## src/rtl/normaliser_ctrl_if.sv

```systemverilog
// Handshake bundle between the adder datapath, the normaliser and the rounding stage.
// master drives the request side and consumes results; slave is the normaliser.
interface normaliser_ctrl_if #(
  parameter int IN_SIZE = 50,
  parameter int EXP_W   = 11
);
  logic               in_valid;
  logic               in_ready;
  logic [IN_SIZE-1:0] in_mant;
  logic [EXP_W-1:0]   in_exp;
  logic               out_valid;
  logic               out_ready;
  logic [IN_SIZE-1:0] out_mant;
  logic [EXP_W-1:0]   out_exp;
  logic               out_zero;
  logic               out_uflow;

  modport master (
    output in_valid, in_mant, in_exp, out_ready,
    input  in_ready, out_valid, out_mant, out_exp, out_zero, out_uflow
  );

  modport slave (
    input  in_valid, in_mant, in_exp, out_ready,
    output in_ready, out_valid, out_mant, out_exp, out_zero, out_uflow
  );
endinterface

```

## src/rtl/normaliser_ctrl.sv

```systemverilog
// Normaliser: shifts the leading 1 to the MSB in STEP-bit chunks, adjusting the exponent (optional NORM_PERF_CNT_EN counters).
// Latency 1 + ceil(shift/STEP) cycles from accept to out_valid; one transaction in flight.
// Backpressure: result held in DONE until out_ready; in_ready only while IDLE.

module counter_leading_1 #(
  parameter int IN_SIZE = 50,
  parameter int POS_W   = $clog2(IN_SIZE)
) (
  input  logic [IN_SIZE-1:0] in_vec,
  output logic [POS_W-1:0]   pos,
  output logic               zero
);
  always_comb begin
    pos = '0;
    for (int i = 0; i < IN_SIZE; i++) begin
      if (in_vec[i]) pos = POS_W'(i);
    end
  end

  assign zero = ~|in_vec;
endmodule

module normaliser_ctrl #(
  parameter int IN_SIZE = 50,
  parameter int EXP_W   = 11,
  parameter int STEP    = 8,
  parameter int POS_W   = $clog2(IN_SIZE)
) (
  input  logic        clk,
  input  logic        rst,
`ifdef NORM_PERF_CNT_EN
  output logic [15:0] perf_ops,
  output logic [15:0] perf_shift_cyc,
`endif
  normaliser_ctrl_if.slave bus
);
  localparam int RW = POS_W + 1;
  localparam int CW = (EXP_W > RW) ? EXP_W : RW;

  localparam logic [1:0] ST_IDLE  = 2'd0;
  localparam logic [1:0] ST_SHIFT = 2'd1;
  localparam logic [1:0] ST_DONE  = 2'd2;

  logic [1:0]         state_q, state_d;
  logic [IN_SIZE-1:0] mant_q, mant_d;
  logic [RW-1:0]      rem_q, rem_d;
  logic [EXP_W-1:0]   exp_q, exp_d;
  logic               zero_q, zero_d;
  logic               uflow_q, uflow_d;

  logic [POS_W-1:0]   lead_pos;
  logic               lead_zero;
  logic [RW-1:0]      s_full;
  logic               s_uflow;
  logic [RW-1:0]      s_eff;
  logic [EXP_W-1:0]   exp_fin;
  logic [RW-1:0]      step_amt;

  counter_leading_1 #(.IN_SIZE(IN_SIZE), .POS_W(POS_W)) u_lead (
    .in_vec (bus.in_mant),
    .pos    (lead_pos),
    .zero   (lead_zero)
  );

  // The exponent caps the shift: a denormal result keeps exponent 0.
  assign s_full   = RW'(IN_SIZE - 1) - RW'(lead_pos);
  assign s_uflow  = CW'(bus.in_exp) < CW'(s_full);
  assign s_eff    = s_uflow ? RW'(bus.in_exp) : s_full;
  assign exp_fin  = s_uflow ? '0 : bus.in_exp - EXP_W'(s_full);
  assign step_amt = (rem_q < RW'(STEP)) ? rem_q : RW'(STEP);

  always_comb begin
    state_d = state_q;
    mant_d  = mant_q;
    rem_d   = rem_q;
    exp_d   = exp_q;
    zero_d  = zero_q;
    uflow_d = uflow_q;
    case (state_q)
      ST_IDLE: begin
        if (bus.in_valid) begin
          if (lead_zero) begin
            mant_d  = '0;
            rem_d   = '0;
            exp_d   = '0;
            zero_d  = 1'b1;
            uflow_d = 1'b0;
            state_d = ST_DONE;
          end else begin
            mant_d  = bus.in_mant;
            rem_d   = s_eff;
            exp_d   = exp_fin;
            zero_d  = 1'b0;
            uflow_d = s_uflow;
            state_d = (s_eff == '0) ? ST_DONE : ST_SHIFT;
          end
        end
      end
      ST_SHIFT: begin
        mant_d = mant_q << step_amt;
        rem_d  = rem_q - step_amt;
        if (rem_q == step_amt) state_d = ST_DONE;
      end
      ST_DONE: begin
        if (bus.out_ready) state_d = ST_IDLE;
      end
      default: state_d = ST_IDLE;
    endcase
  end

  always_ff @(posedge clk) begin
    if (rst) begin
      state_q <= ST_IDLE;
      mant_q  <= '0;
      rem_q   <= '0;
      exp_q   <= '0;
      zero_q  <= 1'b0;
      uflow_q <= 1'b0;
    end else begin
      state_q <= state_d;
      mant_q  <= mant_d;
      rem_q   <= rem_d;
      exp_q   <= exp_d;
      zero_q  <= zero_d;
      uflow_q <= uflow_d;
    end
  end

  assign bus.in_ready  = (state_q == ST_IDLE);
  assign bus.out_valid = (state_q == ST_DONE);
  assign bus.out_mant  = mant_q;
  assign bus.out_exp   = exp_q;
  assign bus.out_zero  = zero_q;
  assign bus.out_uflow = uflow_q;

`ifdef NORM_PERF_CNT_EN
  logic [15:0] perf_ops_q, perf_ops_d;
  logic [15:0] perf_shift_cyc_q, perf_shift_cyc_d;

  always_comb begin
    perf_ops_d       = perf_ops_q;
    perf_shift_cyc_d = perf_shift_cyc_q;
    if (bus.out_valid && bus.out_ready && perf_ops_q != 16'hFFFF)
      perf_ops_d = perf_ops_q + 16'd1;
    if (state_q == ST_SHIFT && perf_shift_cyc_q != 16'hFFFF)
      perf_shift_cyc_d = perf_shift_cyc_q + 16'd1;
  end

  always_ff @(posedge clk) begin
    if (rst) begin
      perf_ops_q       <= '0;
      perf_shift_cyc_q <= '0;
    end else begin
      perf_ops_q       <= perf_ops_d;
      perf_shift_cyc_q <= perf_shift_cyc_d;
    end
  end

  assign perf_ops       = perf_ops_q;
  assign perf_shift_cyc = perf_shift_cyc_q;
`endif
endmodule
```

## src/flat_wrapper.sv

```systemverilog
// flat-port wrapper written by rule: the top's interface ports become plain ports
module normaliser_ctrl_flat 
#(
  parameter int IN_SIZE = 50,
  parameter int EXP_W   = 11,
  parameter int STEP    = 8,
  parameter int POS_W   = $clog2(IN_SIZE)
)
  (clk, rst, bus_in_valid, bus_in_mant, bus_in_exp, bus_out_ready, bus_in_ready, bus_out_valid, bus_out_mant, bus_out_exp, bus_out_zero, bus_out_uflow);
  normaliser_ctrl_if #(.IN_SIZE(IN_SIZE), .EXP_W(EXP_W)) bus_i ();
  input  logic clk;
  input  logic rst;
  input wire logic [$bits(bus_i.in_valid)-1:0] bus_in_valid;
  input wire logic [$bits(bus_i.in_mant)-1:0] bus_in_mant;
  input wire logic [$bits(bus_i.in_exp)-1:0] bus_in_exp;
  input wire logic [$bits(bus_i.out_ready)-1:0] bus_out_ready;
  output wire logic [$bits(bus_i.in_ready)-1:0] bus_in_ready;
  output wire logic [$bits(bus_i.out_valid)-1:0] bus_out_valid;
  output wire logic [$bits(bus_i.out_mant)-1:0] bus_out_mant;
  output wire logic [$bits(bus_i.out_exp)-1:0] bus_out_exp;
  output wire logic [$bits(bus_i.out_zero)-1:0] bus_out_zero;
  output wire logic [$bits(bus_i.out_uflow)-1:0] bus_out_uflow;
  assign bus_i.in_valid = bus_in_valid;
  assign bus_i.in_mant = bus_in_mant;
  assign bus_i.in_exp = bus_in_exp;
  assign bus_i.out_ready = bus_out_ready;
  assign bus_in_ready = bus_i.in_ready;
  assign bus_out_valid = bus_i.out_valid;
  assign bus_out_mant = bus_i.out_mant;
  assign bus_out_exp = bus_i.out_exp;
  assign bus_out_zero = bus_i.out_zero;
  assign bus_out_uflow = bus_i.out_uflow;
  normaliser_ctrl #(.IN_SIZE(IN_SIZE), .EXP_W(EXP_W), .STEP(STEP), .POS_W(POS_W)) u_core (.clk(clk), .rst(rst), .bus(bus_i));
endmodule
```

## config.mk

```make
export PLATFORM = sky130hd
export DESIGN_NAME = normaliser_ctrl_flat
export DESIGN_NICKNAME = d
export VERILOG_FILES = /design/src/rtl/normaliser_ctrl_if.sv /design/src/rtl/normaliser_ctrl.sv /design/src/flat_wrapper.sv
export SDC_FILE = /design/constraint.sdc
export NUM_CORES = 1
export LEC_CHECK = 0
export BUFFER_PORTS_ARGS = -buffer_cell sky130_fd_sc_hd__buf_2
export CORE_AREA = 2 2 115 106
export DETAILED_ROUTE_END_ITERATION = 8
export DIE_AREA = 0 0 117 108
export PLACE_DENSITY = 0.79
export SLEW_MARGIN = 20
export SYNTH_ARGS = -nofsm -noshare
export SYNTH_HDL_FRONTEND = slang
export SYNTH_SLANG_ARGS = --single-unit
export TNS_END_PERCENT = 1
```

## constraint.sdc

```tcl
create_clock -name clk -period 8.9 [get_ports clk]
set_input_delay 1.78 -clock clk [delete_from_list [all_inputs] [get_ports clk]]
set_output_delay 1.78 -clock clk [all_outputs]
set_load 0.03 [all_outputs]
```

==> out/summary.md <==
The run finished with clean final reports. From left edge to right edge, the die measures 117 um. The first detailed-routing pass took 6 iterations. The maximum vdd drop is 0.143 mV, and the number of routed nets with antenna violations is 0.

Summing all multi-input logic gate instances after layout gives 0.00439 mm2. The yosys synthesis warning count is 0. Clock latency on the worst-skew pair, taken at its later pin, is 0.35 ns.

The buffer type at the clock tree root is clkbuf_16. The area growth from synthesis to layout was 16.0%. The worst setup path is launched from an input pin. Headroom to the max-slew limit came out at 26.3%. The number of max-slew violations in the final report is 0, and the die outline height is 108 um.

Of the synthesized area, sequential elements account for 23.5%. The endpoint kind of the worst setup timing path was a register. Routability-driven placement finished with a final weighted congestion of 0.945.

For this design the static power due to leakage is 3.29 nW. Derived from the worst setup path, the maximum achievable clock frequency is 170 MHz. The routed design has 20300 um of wire. Each instance of the synthesized netlist takes up on average 7.65 um2. The tools report the final setup skew as 0.00534 ns. The final layout net count was 968. Overall routing resource usage: 32.0%. The number of hold violations in the final report is 0.

The initial antenna violation count was 0; the clock period minus worst slack was 5.90 ns. Data arrives at the worst endpoint at 6.09 ns. Of all nets on the critical path, the largest fanout is 15. Power spread over the standard cell area amounts to 233 mW/mm2.

After routing, the total negative slack on setup checks comes to 0 ns. The post-synthesis instance area was 0.00614 mm2. The antenna diode count is 0. Synthesis produced a netlist whose cell count is 802. The logs give 3 for the depth of the CTS H-tree and 2.58 ns for the pre-CTS setup slack. Summed over its instances, the top area cell type makes up 23.5% of the synthesized netlist area. Largest net degree at the start of global routing: 73. For the post-synthesis cell type count, the log shows 59. After detailed routing, the average wire length per cell comes to 19.3 um. The global-route wire length before repair is 31700 um. For the post-layout worst setup margin, the log shows 3.00 ns. Power comes to 1.66 mW.

In the synthesized netlist the async set-or-reset flop fraction comes to 0%. Counting flops with a built-in enable in the synthesized netlist gives 0. In the post-synthesis netlist, the biggest area contributors are dfxtp_1, mux2i_1, nor2_1. The initial core utilization was 54.1%; the count of input and output buffers was 129. The die covers 0.0126 mm2. The critical path is of the input pin to register type. Counting the buffers created by CTS gives 9. Setup repair after global routing left no endpoint under its margin. The tools report the share of the core filled with cells as 62.8%. The register clock-pin slew on the reported worst setup and hold paths came out at 0.06 ns. For the pin with the worst max-slew slack, the measured transition is 1.11 ns. The sequential cells in the finished layout cover a total of 0.00144 mm2. The synthesized design spends more area on one cell type than any other, namely dfxtp_1. TritonCTS built the clock tree. In the layout the commonest cells are buf_2, mux2i_1, nor2_1, dfxtp_1, nor3_1. The share of post-route cells with drive strength above 1 was 19.7%. After clock tree synthesis, the repair step resized 0 gates.

The most instantiated flip-flop cell in the synthesis netlist was dfxtp_1. For this design, the CTS-stage hold fixing added 0 buffers. Via count of the first global-routing pass: 6138. Via count: 6816. The worst hold path belongs to the class register to register.

The run gives 37 as the cell row count. The most frequent standard cell in the layout excluding fill and tap cells is buf_2. The detailed router finished its first iteration with 893 violations. The logs give 0.0113 mm2 for the placeable core area and 130 for the number of placed I/O pins.

The maximum clock insertion buffer count came out at 2. The count of unresolved DRC violations after routing was 0; the max-cap violation count was 0. The sink count of the clock tree is 72, and the fraction of the cycle the final worst path needs is 66.2%. Summed over all layers, the global routing overflow is 0.

STA puts the critical path data required time at 9.10 ns. The layout has 1021 filler cells. Using the TritonRoute via totals, the vias-per-cell ratio works out to 6.47. The run gives 0 as the post-CTS setup buffer count. The tools report the sum of net half-perimeters after detailed placement as 14100 um. Counting flops and latches in the post-synthesis netlist gives 72. Setup violations remaining at the end of the flow were counted as 0.
[state kept, by name (all words and copies together), names as in the netlist]
| name | flops |
|---|---|
| u_core.bus.out_mant | 50 |
| u_core.bus.out_uflow | 1 |
| u_core.rem_q | 7 |
| u_core.bus.out_exp | 11 |
| u_core.state_q | 2 |
| u_core.bus.out_zero | 1 |
[path summary, 6_finish.rpt]
check	start	endpoint	slack [ns]	cells after the start
worst max-delay path	bus_in_mant[18]	u_core.state_q[1]	3.00	18
worst min-delay path	u_core.bus.out_mant[49]	u_core.bus.out_mant[49]	0.49	2
worst max register to register	u_core.rem_q[3]	u_core.bus.out_mant[49]	5.62	6
worst min register to register	u_core.bus.out_mant[49]	u_core.bus.out_mant[49]	0.49	2
[through the flow]
step / hold slack (ns) / instance area [um2] / std cells
6_report: 0.494 / 7120 / 1053
5_1_grt: 0.534 / 7120 / 1053
4_1_cts: 0.501 / 7090 / 1052
3_5_place_dp: 0.486 / 6830 / 1037
3_3_place_gp: 0.473 / 6830 / 1037
2_1_floorplan: 0.491 / 6140 / 803
[Yosys cell counts (all sizes together), types with 9 or more instances]
cell type,instances
a211oi,31
a21oi,37
a221oi,39
a22oi,14
buf,20
clkbuf,42
dfxtp,72
ha,9
inv,20
mux2i,122
nand2,51
nor2,114
nor3,59
nor4,18
o21a,14
o21ai,40
[worst max-delay path: stages]
cell	delay (ns)
buf_2	0.14
nor4_1	0.42
nor3b_1	0.25
o41ai_1	0.14
a2111o_1	0.43
nand3_1	0.22
ha_1	0.24
o211ai_1	0.10
o21ai_0	0.16
inv_1	0.11
ha_1	0.34
or2_2	0.30
a2111oi_0	0.59
or2_2	0.37
or4_1	0.17
a21oi_1	0.04
o21bai_1	0.23
nor3_1	0.08
[final cells by class]
class | instances | share of cell area (%)
multi-input combinational | 649 | 61.6
sequential | 72 | 20.3
timing repair buffer | 141 | 10.6
clock buffer | 9 | 3.16
tap | 156 | 2.74
inverter | 20 | 1.05
clock inverter | 6 | 0.527
[cells by family (layout without fill, tap and decap cells)]
kind of cell	after synthesis	count (layout)	share of synthesized area (%)
AND/OR/NAND/NOR	288	288	22.0
AO/OA/AOI/OAI	216	216	25.3
multiplexers	122	122	19.9
buffers and inverters	82	176	5.51
flip-flops	72	72	23.5
XOR/XNOR	11	11	1.57
adder cells (fa/ha/maj)	10	10	2.16
other	1	2	0.0611
[where the power goes]
group          switching [mW]  leakage [nW]  internal, mW
sequential             0.0800         0.597         0.383
combinational           0.565          2.58         0.300
clock                   0.146         0.123         0.185
[routing by layer]
| layer | share of wire, % | vias up | wire length, um | track usage [%] |
|---|---|---|---|---|
| li1 | - | 3187 | - | - |
| met1 | 43 | 3133 | 8770 | 45.2 |
| met2 | 44 | 444 | 8840 | 47.7 |
| met3 | 11 | 52 | 2220 | 7.23 |
| met4 | 2.4 | 0 | 489 | 11.3 |
| met5 | 0 | - | 0 | 0 |
Power figures use the tool's default switching activity.
